===== src/rtl/pid_chan_ctrl.sv =====
// pid_chan_ctrl: parametrised single-channel PID controller with limits and anti-windup
// Ports:
//   clk_i, rstn_i              clock, asynchronous active-low reset
//   dat_i, dat_vld_i           measured sample (signed) and its valid strobe
//   set_sp_i                   set point
//   set_kp_i/ki_i/kd_i         P/I/D gains (signed)
//   set_lim_hi_i/lo_i          output limits (signed)
//   int_rst_i, int_hold_i      integrator + derivative history clear, integrator freeze
//   dat_o, dat_vld_o           controller output and 1-cycle update strobe (4 cycles after dat_vld_i)
//   sat_o, int_sat_o           output clamped flag, integrator clamped flag
module pid_chan_ctrl #(
    parameter int DW  = 14,
    parameter int KW  = 14,
    parameter int IW  = 32,
    parameter int PSR = 12,
    parameter int ISR = 10,
    parameter int DSR = 10
) (
    input  logic          clk_i,
    input  logic          rstn_i,
    input  logic [DW-1:0] dat_i,
    input  logic          dat_vld_i,
    input  logic [DW-1:0] set_sp_i,
    input  logic [KW-1:0] set_kp_i,
    input  logic [KW-1:0] set_ki_i,
    input  logic [KW-1:0] set_kd_i,
    input  logic [DW-1:0] set_lim_hi_i,
    input  logic [DW-1:0] set_lim_lo_i,
    input  logic          int_rst_i,
    input  logic          int_hold_i,
    output logic [DW-1:0] dat_o,
    output logic          dat_vld_o,
    output logic          sat_o,
    output logic          int_sat_o
);
    localparam int PW = DW + KW + 1;
    localparam int SW = (IW > PW + 1 ? IW : PW + 1) + 2;

    function automatic logic signed [PW-1:0] mul(input logic [DW:0] a, input logic [KW-1:0] b);
        logic signed [PW-1:0] ax, bx;
        ax = {{KW{a[DW]}}, a};
        bx = {{(DW + 1){b[KW-1]}}, b};
        return ax * bx;
    endfunction

    logic                 v1, v2, v3;
    logic signed [DW:0]   err;
    logic signed [PW-1:0] pp, pi, pd, kd_prev, p;
    logic signed [PW:0]   d, pd_diff;
    logic signed [IW-1:0] int_acc;

    logic signed [IW:0]   int_sum;
    logic signed [IW-1:0] int_sat_val, t_sel, t_sh, hi_w, lo_w, int_nxt;
    logic                 int_hi, int_lo;
    logic signed [SW-1:0] p_x, i_x, d_x, sum, hi_x, lo_x, hi_c;
    logic                 over, under;
    logic [DW-1:0]        dat_nxt;

    assign pd_diff = $signed({pd[PW-1], pd}) - $signed({kd_prev[PW-1], kd_prev});

    // Integrator: add with saturation to IW bits, then anti-windup against the output limits
    assign int_sum     = $signed({int_acc[IW-1], int_acc}) + $signed({{(IW + 1 - PW){pi[PW-1]}}, pi});
    assign int_sat_val = (int_sum[IW] != int_sum[IW-1])
                         ? (int_sum[IW] ? {1'b1, {(IW - 1){1'b0}}} : {1'b0, {(IW - 1){1'b1}}})
                         : int_sum[IW-1:0];
    assign t_sel       = int_hold_i ? int_acc : int_sat_val;
    assign t_sh        = t_sel >>> ISR;
    assign hi_w        = {{(IW - DW){set_lim_hi_i[DW-1]}}, set_lim_hi_i};
    assign lo_w        = {{(IW - DW){set_lim_lo_i[DW-1]}}, set_lim_lo_i};
    assign int_hi      = t_sh > hi_w;
    assign int_lo      = t_sh < lo_w;
    assign int_nxt     = int_hi ? (hi_w <<< ISR) : int_lo ? (lo_w <<< ISR) : t_sel;

    // Output sum is wide enough that no term can wrap; upper clamp first so lim_lo wins when inverted
    assign p_x     = {{(SW - PW){p[PW-1]}}, p};
    assign i_x     = {{(SW - IW){int_acc[IW-1]}}, int_acc >>> ISR};
    assign d_x     = {{(SW - PW - 1){d[PW]}}, d};
    assign sum     = p_x + i_x + d_x;
    assign hi_x    = {{(SW - DW){set_lim_hi_i[DW-1]}}, set_lim_hi_i};
    assign lo_x    = {{(SW - DW){set_lim_lo_i[DW-1]}}, set_lim_lo_i};
    assign over    = sum > hi_x;
    assign hi_c    = over ? hi_x : sum;
    assign under   = hi_c < lo_x;
    assign dat_nxt = under ? set_lim_lo_i : over ? set_lim_hi_i : sum[DW-1:0];

    always_ff @(posedge clk_i or negedge rstn_i) begin
        if (!rstn_i) begin
            v1        <= 1'b0;
            v2        <= 1'b0;
            v3        <= 1'b0;
            dat_vld_o <= 1'b0;
            err       <= '0;
            pp        <= '0;
            pi        <= '0;
            pd        <= '0;
            p         <= '0;
            d         <= '0;
            kd_prev   <= '0;
            int_acc   <= '0;
            int_sat_o <= 1'b0;
            dat_o     <= '0;
            sat_o     <= 1'b0;
        end else begin
            v1        <= dat_vld_i;
            v2        <= v1;
            v3        <= v2;
            dat_vld_o <= v3;
            if (dat_vld_i)
                err <= $signed({set_sp_i[DW-1], set_sp_i}) - $signed({dat_i[DW-1], dat_i});
            if (v1) begin
                pp <= mul(err, set_kp_i);
                pi <= mul(err, set_ki_i);
                pd <= mul(err, set_kd_i);
            end
            if (v2)
                p <= pp >>> PSR;
            // The clear acts on every cycle, not only on qualified samples
            if (int_rst_i) begin
                int_acc   <= '0;
                kd_prev   <= '0;
                d         <= '0;
                int_sat_o <= 1'b0;
            end else if (v2) begin
                d         <= pd_diff >>> DSR;
                kd_prev   <= pd;
                int_acc   <= int_nxt;
                int_sat_o <= int_hi | int_lo;
            end
            if (v3) begin
                dat_o <= dat_nxt;
                sat_o <= under ? (lo_x != sum) : over;
            end
        end
    end
endmodule


===== config.mk =====
export PLATFORM = sky130hd
export DESIGN_NAME = pid_chan_ctrl
export DESIGN_NICKNAME = d
export VERILOG_FILES = /design/src/rtl/pid_chan_ctrl.sv
export SDC_FILE = /design/constraint.sdc
export NUM_CORES = 2
export LEC_CHECK = 0
export ABC_AREA = 1
export BUFFER_PORTS_ARGS = -buffer_cell sky130_fd_sc_hd__buf_4
export CAP_MARGIN = 15
export CORE_MARGIN = 2
export CORE_UTILIZATION = 30
export CTS_CLUSTER_DIAMETER = 60
export DETAILED_ROUTE_END_ITERATION = 12
export PLACE_DENSITY = 0.43
export SLEW_MARGIN = 20
export SYNTH_ARGS = -nofsm -noshare
export SYNTH_HDL_FRONTEND = slang
export SYNTH_SLANG_ARGS = --single-unit

===== constraint.sdc =====
create_clock -name clk_i -period 14.75 [get_ports clk_i]
set_clock_uncertainty 0.05 [all_clocks]
set_input_delay 2.95 -clock clk_i [delete_from_list [all_inputs] [get_ports clk_i]]
set_output_delay 2.95 -clock clk_i [all_outputs]
set_load 0.02 [all_outputs]

======== Word-level counts from Yosys, hierarchy flattened ========
Cells that the tools add are included.
cells by class
  add/sub/neg operators ................... 5
  multiply operators ...................... 3
  $lt $le $gt $ge ......................... 4
  equality and inequality tests ........... 3
  multiplexer cells ....................... 17
  bitwise logic cells ..................... 1
  reductions and logical operators ........ 2
operator list
  kind                                                   number
  two-way mux 32 bit                                     7
  multiplier 15 x 14 -> 29 bit                           3
  two-way mux 30 bit                                     2
  two-way mux 29 bit                                     2
  less-than comparator 34 x 14 -> 1 bit                  1
  two-way mux 34 bit                                     1
  adder 32 x 29 -> 33 bit                                1
  adder 23 x 30 -> 31 bit                                1
  greater-than comparator 31 x 14 -> 1 bit               1
  inequality test 14 x 31 -> 1 bit                       1
  subtractor 29 x 29 -> 30 bit                           1
  two-way mux 14 bit                                     2
  adder 17 x 22 -> 23 bit                                1
  greater-than comparator 22 x 14 -> 1 bit               1
  less-than comparator 22 x 14 -> 1 bit                  1
  subtractor 14 x 14 -> 15 bit                           1
  inequality test 4 x 2 -> 1 bit, second input constant  1
  two-way mux 1 bit                                      3
  AND reduction 2 bit                                    1
  nonzero test 2 bit                                     1
  inequality test 1 bit                                  1
  bitwise OR 1 bit                                       1
storage, ports and cells
  flip-flop bits (word level) ............. 230
  input bits .............................. 103
  output and inout bits ................... 17

======== Logic depth before layout (Yosys ltp) ========
  depth after elaboration ................. 9
  depth in mapped cells ................... 44
  mapped depth without buffers ............ 42

======== Worst setup path before layout ========
Ideal clock, no wire load.
  path type ............................... input -> register
  start point ............................. input set_kd_i[2]
  end point ............................... register pd[25]
  setup time .............................. 0.133 ns
  arrival ................................. 8.245 ns
  required time ........................... 14.567 ns
  slack ................................... 6.321 ns
  stages .................................. 26
  cells stage by stage .................... clkbuf_1 nand2_1 fa_1 inv_1 fa_1 fa_1 inv_1 fa_1 inv_1 fa_1 inv_1 fa_1 inv_1 ha_1 a21oi_1 inv_1 a21oi_1 o221ai_1 a21oi_1 o21ai_0 nand2_1 nand2_1 a31o_2 or2_2 nand3_1 o21ai_0
on the way
  word-level cells in the longest chain between the ends .. 1
RTL lines
  element                       line  text
  start: declaration            26    input logic [KW-1:0] set_kd_i,
  multiplier 15 x 14 -> 29 bit  43    return ax * bx;
  end signal: assignment        113   pd <= mul(err, set_kd_i);
  end: declaration              48    logic signed [PW-1:0] pp, pi, pd, kd_prev, p;
Every way passes these cells.
A chain may end at the register's enable or synchronous reset.

======== Worst setup path in the final report ========
  start point ............................. input set_kp_i[2]
  end point ............................... register pp[24]
on the way
  word-level cells in the longest chain between the ends .. 1
RTL lines
  element                       line  text
  start: declaration            24    input logic [KW-1:0] set_kp_i,
  multiplier 15 x 14 -> 29 bit  43
  end signal: assignment        111   pp <= mul(err, set_kp_i);
  end: declaration              48
Every way passes these cells.

==> results.txt <==
status: finished, final reports clean
Syn. warnings: 0
Vias: 31.6k
vias in the first global route: 33.1k
dpl cell area: 42800 um2
Detailed Routing Iterations Pass 1: 6
net count reported at finish: 6295
Worst R2R End: dat_o[5]
area grow syn2layout: 9.87%
Period minus WS final: 8.30 ns
maximum clock rate: 120 MHz
Synth top area share: 32.1%
clock tree buffer depth: 3
sequential share of the synthesized area: 13.0%
leading cell type by number of instances after synthesis: nand2_1
setup bufs post-CTS: 0
fin. max-slew vios: 0
synthesis-stage register bit count: 208
Die W: 370 um
overall routing resource usage: 17.7%
final WL: 118 mm
first-pass GRT wire length: 191 mm
ys async rst share: 100%
Worst Hold Depth: 2
Post-CTS Hold Buffers: 0
fraction of layout cells with a size suffix above 1: 4.97%
chip height: 370 um
I/O Pins: 120
Initial Utilization: 30.2%
Post-synth EDFFs: 0
Non-Filler Instances: 6939
Detail Route Antenna Nets: 0
row count: 134
flop-to-flop setup slack: 6.64 ns
Num CTS Buffers: 38
Worst-Skew Late Latency: 0.59 ns
Iteration-0 DRC Markers: 2066
final setup fails: 0
crit path kind: in -> reg
area leader, netlist: fa_1
Routability Congestion: 0.873
initial antenna violation count: 2
hold path endpoint: p[14]
DR WL/cell: 17.0 um
setup TNS: 0 ns
Fillers: 14.4k
area of the mapped netlist: 40200 um2
Slew HR: 40.4%
CP Max Fanout: 15
DP Cell Count: 6869
dominant synthesized flop cell: dfrtp_1
H-tree Lvls: 2
Final Hold Fails: 0
synthesized instance count: 5129
Resize count post-CTS: 0
Max-Cap Viols: 0
CTS clk-pin slew, worst paths: 0.06 ns
Tightest Pin Transition: 0.891 ns
TritonCTS clock tree: built
HP Class: reg -> reg
Core Region: 133000 um2
top post-synthesis cells by area: fa_1 32%, dfrtp_1 13%, ha_1 13%
pin count of the biggest net entering global routing: 129
crit path launch type: input port
final instance area: 44100 um2
Place WS: 5.88 ns
R2R cell count: 40
crit path DAT: 8.66 ns
drt drc: 0
RR Startpoint: int_acc[11]
syn_nets: 6283
HP Start: pp[26]
Via-to-Cell Ratio: 4.56
Yosys cell types: 59
GRT overflow: 0
RSZ-0062 raised after global routing: no
die area: 137000 um2
final cycle utilization of the critical path: 56.3%
synth cell count leaders: 1322 x nand2_1, 1172 x inv_1, 645 x fa_1
clock tree sinks: 208
critical path required time: 15.11 ns
I/O Buffers: 119
Worst setup EP type: flop
final worst slack: 6.45 ns
Clk Tree Root Cell: clkbuf_16
Final HPWL DP: 95.1 mm
Syn Area/Cell: 7.83 um2
cell usage in the layout (no fill, tap or decap), drive strengths merged, types with 37 or more instances in the layout:
cell,Yosys,final
nand3,135,135
nand4,37,37
fa,645,645
ha,406,406
a21oi,233,233
inv,1173,1181
nor2,151,151
dfrtp,208,208
buf,14,143
nand2,1333,1333
o21ai,293,293
clkbuf,157,50
xnor2,58,58
xor2,79,79
registers in the layout, indices dropped and copies added, names as in the netlist, 14 cells and up:
signal   flops
pi          29
d           20
err         15
pd          29
kd_prev     29
p           17
dat_o       14
int_acc     32
pp          17
critical path, cell delays in order:
cell       delay, ns
buf_4           0.26
nand2_1         0.12
fa_1            0.55
inv_1           0.05
fa_1            0.48
inv_1           0.05
fa_1            0.49
inv_1           0.05
fa_1            0.56
fa_1            0.43
fa_1            0.44
ha_1            0.33
nand2_1         0.08
nor2_1          0.13
nand3_1         0.10
o2111ai_1       0.12
nand2_1         0.10
nand2_1         0.07
o21ai_0         0.14
nor2_1          0.19
nor2_1          0.09
o31ai_1         0.47
a21oi_1         0.15
xor2_1          0.18
o21ai_0         0.09
metal layers:
metal | GRT usage, % | up-vias | part of all wire [%]
met1 | 26.5 | 15400 | 51
li1 | - | 15700 | -
met2 | 27.7 | 515 | 44
met5 | 0 | - | 0.012
met4 | 2.88 | 2 | 1.4
met3 | 2.11 | 76 | 4.0
cell type report:
| cell class | instances | area [um2] | area share [%] |
|---|---|---|---|
| multi-input cells | 3576 | 29900 | 67.8 |
| flip-flops and latches | 208 | 5220 | 11.8 |
| inverters | 1174 | 4410 | 9.99 |
| well taps | 1768 | 2210 | 5.01 |
| repair buffers | 143 | 1110 | 2.52 |
| clock buffers | 50 | 1080 | 2.44 |
| clock inverters | 19 | 201 | 0.456 |
| diodes | 1 | 2.50 | 0.00567 |
stage by stage:
step | hold WS (ns) | util, %
after global routing | 0.429 | 33.1
after detailed placement | 0.419 | 32.2
after global placement | 0.409 | 32.2
after floorplan | 0.302 | -
after CTS | 0.407 | 33.1
final | 0.404 | 33.1
logic make-up after synthesis:
logic type / count (synthesis) / synth area share [%]
buf+inv: 1345 / 12.6
compound gates: 665 / 9.23
fa+ha+maj: 1051 / 44.8
xor+xnor: 138 / 3.04
flops: 208 / 13.0
simple gates: 1722 / 17.3
how the worst max path moves through the flow:
| stage | startpoint | endpoint | slack [ns] | depth (start not counted) |
|---|---|---|---|---|
| finish | set_kp_i[2] | pp[24] | 6.45 | 25 |
| global route | int_acc[11] | dat_o[5] | 5.67 | 40 |
| CTS | set_kp_i[2] | pp[24] | 6.47 | 25 |
| detailed placement | set_kp_i[2] | pp[24] | 5.88 | 25 |
| global placement | set_kp_i[2] | pp[28] | 5.97 | 25 |
| floorplan | set_kd_i[2] | pd[25] | 6.32 | 26 |
Power is not shown: default switching activity piles up to over one toggle a cycle in this logic, so the estimate is an artifact.
